===== config.mk =====
export PLATFORM = sky130hd
export DESIGN_NAME = reg_scoreboard
export DESIGN_NICKNAME = d
export VERILOG_FILES = /design/src/rtl/reg_scoreboard_pkg.sv /design/src/rtl/reg_scoreboard_wb_pipe_tracker.sv /design/src/rtl/reg_scoreboard.sv
export SDC_FILE = /design/constraint.sdc
export NUM_CORES = 1
export LEC_CHECK = 0
export ABC_CLOCK_PERIOD_IN_PS = 3900
export BUFFER_PORTS_ARGS = -buffer_cell sky130_fd_sc_hd__buf_2
export CORE_MARGIN = 5
export CORE_UTILIZATION = 45
export DETAILED_ROUTE_END_ITERATION = 12
export GPL_TIMING_DRIVEN = 0
export PLACE_DENSITY = 0.7
export RECOVER_POWER = 25
export SYNTH_ARGS = -nofsm -noshare
export SYNTH_HDL_FRONTEND = slang
export SYNTH_HIERARCHICAL = 1
export SYNTH_SLANG_ARGS = --single-unit

===== constraint.sdc =====
create_clock -name clk -period 3.9 [get_ports clk]
set_input_delay 0 -clock clk [delete_from_list [all_inputs] [get_ports clk]]
set_output_delay 0 -clock clk [all_outputs]
set_load 0.005 [all_outputs]

===== src/rtl/reg_scoreboard_pkg.sv =====
// Shared sizes and types for the register scoreboard.
// Hazard causes are exported for debug visibility.
package reg_scoreboard_pkg;
  localparam int REG_COUNT = 32;
  localparam int REG_IDX_W = 5;

  typedef enum logic [1:0] {
    HZ_NONE,
    HZ_RAW,
    HZ_WAW,
    HZ_CAP
  } hazard_e;

  typedef struct packed {
    logic                 vld;
    logic [REG_IDX_W-1:0] rd;
  } wb_stage_t;
endpackage


===== src/rtl/reg_scoreboard_wb_pipe_tracker.sv =====
// Fixed-depth {valid, rd} writeback shadow of the short pipe.
// Reports which registers have a short write still in flight.
module wb_pipe_tracker
  import reg_scoreboard_pkg::*;
#(
  parameter int WB_LAT = 3
) (
  input  logic                 clk,
  input  logic                 reset,
  input  logic                 i_flush,
  input  logic                 i_push,
  input  logic [REG_IDX_W-1:0] i_push_rd,
  output logic [REG_COUNT-1:0] o_occ
);

  wb_stage_t r_pipe [WB_LAT];

  always_ff @(posedge clk) begin
    if (reset || i_flush) begin
      for (int i = 0; i < WB_LAT; i++)
        r_pipe[i] <= '0;
    end else begin
      r_pipe[0] <= {i_push, i_push_rd};
      for (int i = 1; i < WB_LAT; i++)
        r_pipe[i] <= r_pipe[i-1];
    end
  end

  // Last stage still counts: its write lands on the coming edge.
  always_comb begin
    o_occ = '0;
    for (int i = 0; i < WB_LAT; i++)
      if (r_pipe[i].vld)
        o_occ[r_pipe[i].rd] = 1'b1;
    o_occ[0] = 1'b0;
  end

endmodule


===== src/rtl/reg_scoreboard.sv =====
// Issue-side RAW/WAW/atomic-cap hazard controller for the
// 32-entry register file with pipe and atomic write ports.
module reg_scoreboard
  import reg_scoreboard_pkg::*;
#(
  parameter int WB_LAT          = 3,
  parameter int MAX_OUTSTANDING = 4
) (
  input  logic                 clk,
  input  logic                 reset,
  input  logic                 issue_valid,
  input  logic [REG_IDX_W-1:0] issue_rs1,
  input  logic [REG_IDX_W-1:0] issue_rs2,
  input  logic                 issue_use_rs1,
  input  logic                 issue_use_rs2,
  input  logic [REG_IDX_W-1:0] issue_rd,
  input  logic                 issue_long,
  output logic                 issue_ready,
  input  logic                 atomic_done_valid,
  input  logic [REG_IDX_W-1:0] atomic_done_rd,
  input  logic                 flush,
  output logic [REG_COUNT-1:0] busy_mask,
  output logic [3:0]           outstanding,
  output logic                 sb_error
);

  logic [REG_COUNT-1:0] r_pending;
  logic [3:0]           r_outstanding;
  logic                 r_err;

  logic [REG_COUNT-1:0] w_occ;
  logic [REG_COUNT-1:0] w_busy;
  logic                 w_raw;
  logic                 w_waw;
  logic                 w_cap;
  logic                 w_accept;
  logic                 w_push;
  logic                 w_set;
  logic                 w_done_ok;
  hazard_e              w_cause;

  wb_pipe_tracker #(
    .WB_LAT (WB_LAT)
  ) u_pipe (
    .clk       (clk),
    .reset     (reset),
    .i_flush   (flush),
    .i_push    (w_push),
    .i_push_rd (issue_rd),
    .o_occ     (w_occ)
  );

  assign w_busy = (r_pending | w_occ) & ~REG_COUNT'(1);

  assign w_raw = (issue_use_rs1 && issue_rs1 != '0 && w_busy[issue_rs1])
              || (issue_use_rs2 && issue_rs2 != '0 && w_busy[issue_rs2]);
  assign w_waw = issue_rd != '0 && w_busy[issue_rd];
  assign w_cap = issue_long && r_outstanding == 4'(MAX_OUTSTANDING);

  always_comb begin
    w_cause = HZ_NONE;
    priority case (1'b1)
      w_raw:   w_cause = HZ_RAW;
      w_waw:   w_cause = HZ_WAW;
      w_cap:   w_cause = HZ_CAP;
      default: w_cause = HZ_NONE;
    endcase
  end

  assign issue_ready = (w_cause == HZ_NONE) && !flush;
  assign w_accept    = issue_valid && issue_ready;
  assign w_push      = w_accept && !issue_long && issue_rd != '0;
  assign w_set       = w_accept && issue_long && issue_rd != '0;
  assign w_done_ok   = atomic_done_valid && atomic_done_rd != '0
                    && r_pending[atomic_done_rd];

  // WAW guarantees a same-cycle set and clear hit different rds.
  always_ff @(posedge clk) begin
    if (reset) begin
      r_pending     <= '0;
      r_outstanding <= '0;
      r_err         <= 1'b0;
    end else begin
      if (w_set)
        r_pending[issue_rd] <= 1'b1;
      if (w_done_ok)
        r_pending[atomic_done_rd] <= 1'b0;
      if (w_set && !w_done_ok)
        r_outstanding <= r_outstanding + 4'd1;
      else if (!w_set && w_done_ok)
        r_outstanding <= r_outstanding - 4'd1;
      if (atomic_done_valid && !w_done_ok)
        r_err <= 1'b1;
    end
  end

  assign busy_mask   = w_busy;
  assign outstanding = r_outstanding;
  assign sb_error    = r_err;

endmodule


==> results.py <==
metrics = {
    "die": {
        "rows": 37,
        "core_mm2": 0.0102,
        "die-area_mm2": 0.0125,
        "die_y_um": 112,
        "die_x_um": 112,
        "start_util_pct": 45.7,
        "io_pins": 66,
    },
    "sta": {
        "fin_worst_skew_ps": 16.0,
        "holdWs_ps": 44.7,
        "max_freq_mhz": 230,
        "hold_viol": 0,
        "period_needed_ps": 4350,
        "slew_violations": 0,
        "fin_ws_ps": -447,
        "slew_headroom_pct": 44.4,
        "tightest_slew_ps": 827,
        "finalSetupViolations": 3,
        "rsz0062_at_grt": "yes",
        "post-route-period-util_pct": 111,
    },
    "clock_network": {
        "cts_tree": "built",
        "clkSinkCount": 55,
        "cts_inserted_buffers": 5,
        "clk_pin_slew_ps": 90,
        "clockRootBuffer": "clkbuf_8",
        "h-tree-depth": 2,
        "cts.path.max_buffers": 2,
        "worstSkewPairLatency_ps": 330,
    },
    "worst_setup_path": {
        "path_max_fanout": 5,
        "critPathCaptureType": "flop",
        "worstSetupPathType": "flop to flop",
        "slowest_stage": "a222oi_1",
        "start_kind": "flop",
        "worst_ep_required_time_ps": 4150,
        "arrival_ps": 4600,
        "path_cells": "and3b_2 > a222oi_1 > inv_1 > or2_4 > mux4_2 > o211ai_1 > nor4_4 > nor2_2 > nand3b_1 > nor3_2 > ha_2 > inv_4 > ha_4 > a21o_1 > a21oi_2 > xnor2_1 > or3_1 > a21oi_1",
        "max_stage_delay_ps": 540,
    },
    "place": {
        "port-buffer-count": 57,
        "post-dp-hpwl_um": 12800,
        "dp.cells": 791,
        "gp_congestion": 1.00,
    },
    "synth": {
        "syn_area_mm2": 0.00467,
        "synth.avg_cell_area_um2": 7.81,
        "synthCells": 598,
        "yosys_warnings": 6,
        "syn_nets": 630,
    },
    "grt": {
        "grtUsageMet2_pct": 42.6,
        "grtUsageMet3_pct": 6.36,
        "busiest_layer": "met2",
        "antenna_found_initial": 0,
        "grt_max_degree": 17,
        "grt_pass1_vias": 4803,
        "grt_pass1_wl_um": 26400,
        "grt_util_met1_pct": 34.8,
        "grtUsageTotal_pct": 26.4,
        "overflow": 0,
    },
    "power": {
        "irDropWorstVdd_mv": 0.230,
        "power.density_mw_per_mm2": 222,
        "power_leakage_nw": 2.38,
    },
    "detailed_routing": {
        "vias": 5207,
        "post_drt_wl_per_cell_um": 20.3,
        "antenna_left": 0,
        "drtIter0Drc": 662,
        "via_per_inst": 6.30,
        "firstDrtPassIters": 7,
        "drt-total-wl_um": 16800,
        "drcViolationCount": 0,
    },
    "cells_and_area": {
        "antenna_cells": 0,
        "drive_gt1_share_pct": 27.8,
        "final_util_pct": 54.6,
        "final_cell_mix": "72 x nand2_1, 66 x nor2_1, 61 x buf_2, 49 x nor3_1, 45 x dfxtp_1",
        "instances_no_fill": 826,
        "layout_commonest_cell": "nand2_1",
        "syn_to_final_growth_pct": 19.5,
        "nNetsFinal": 721,
    },
    "min_path": {
        "hp-class": "input pin to flop",
    },
    "run_status": {
        "status": "finished, violations left",
        "violations": "setup timing",
    },
    "flow_run": {
        "cap_violations": 0,
    },
}
## registers in the layout, indices dropped and copies added (netlist names)
name,count
sb_error,1
outstanding,4
r_pending,32
u_pipe/r_pipe,18
## layer usage
layer  vias up  wire length, µm
met1      2485             6770
li1       2363                -
met5         -                0
met3        55             1680
met2       304             7710
met4         0              647
## final cells by class
| class | instances | area (µm²) |
|---|---|---|
| Tap cell | 136 | 170 |
| Buffer | 37 | 165 |
| Multi-Input combinational cell | 470 | 3360 |
| Clock buffer | 6 | 82.6 |
| Fill cell | 970 | 4650 |
| Sequential cell | 55 | 1130 |
| Clock inverter | 2 | 35.0 |
| Timing Repair Buffer | 87 | 519 |
| Inverter | 33 | 126 |
## critical path: cells and delay by family (launching register included)
kind | cells | cell delay [ps]
DFF | 1 | 370
buffers and inverters | 2 | 180
adders and majority gates | 2 | 430
and+or+nand+nor | 7 | 1450
xor gates and xnor gates | 1 | 80
muxes | 1 | 490
AOI/OAI and AO/OA | 5 | 1270
## power breakdown
group / internal (mW) / total, mW / switching, mW
clock network: 0.208 / 0.411 / 0.202
logic: 0.101 / 0.253 / 0.152
registers: 0.568 / 0.578 / 0.00991
total: 0.877 / 1.24 / 0.365
## metrics by stage
step	worst slack (ps)	power (mW)	instance area (µm²)	TNS, ps
after floorplan	-23.8	0.750	4730	-23.8
after global placement	-801	0.815	5180	-1940
after detailed placement	-835	0.819	5180	-1990
after CTS	-444	1.23	5420	-768
after global routing	-590	1.29	5580	-1570
final	-447	1.24	5580	-1100
## final timing paths
path / to / depth (start not counted) / slack, ps / startpoint
min reg2reg: r_pending[0]$_SDFF_PP0_ / 1 / 480 / r_pending[0]$_SDFF_PP0_
max: outstanding[3]$_SDFFE_PP0P_ / 18 / -450 / u_pipe/r_pipe[0][1]$_SDFF_PP0_
max reg2reg: outstanding[3]$_SDFFE_PP0P_ / 18 / -450 / u_pipe/r_pipe[0][1]$_SDFF_PP0_
min: u_pipe/r_pipe[0][5]$_SDFF_PP0_ / 3 / 40 / issue_long
## repair_timing
action	in CTS	in global routing
endpoints found under the setup margin	4	4
endpoints found under the hold margin	6	0
pin swaps	7	17
setup buffers	7	17
gates resized for setup	8	22
hold buffers	6	0
No activity file was read; power rests on OpenSTA's default activity.
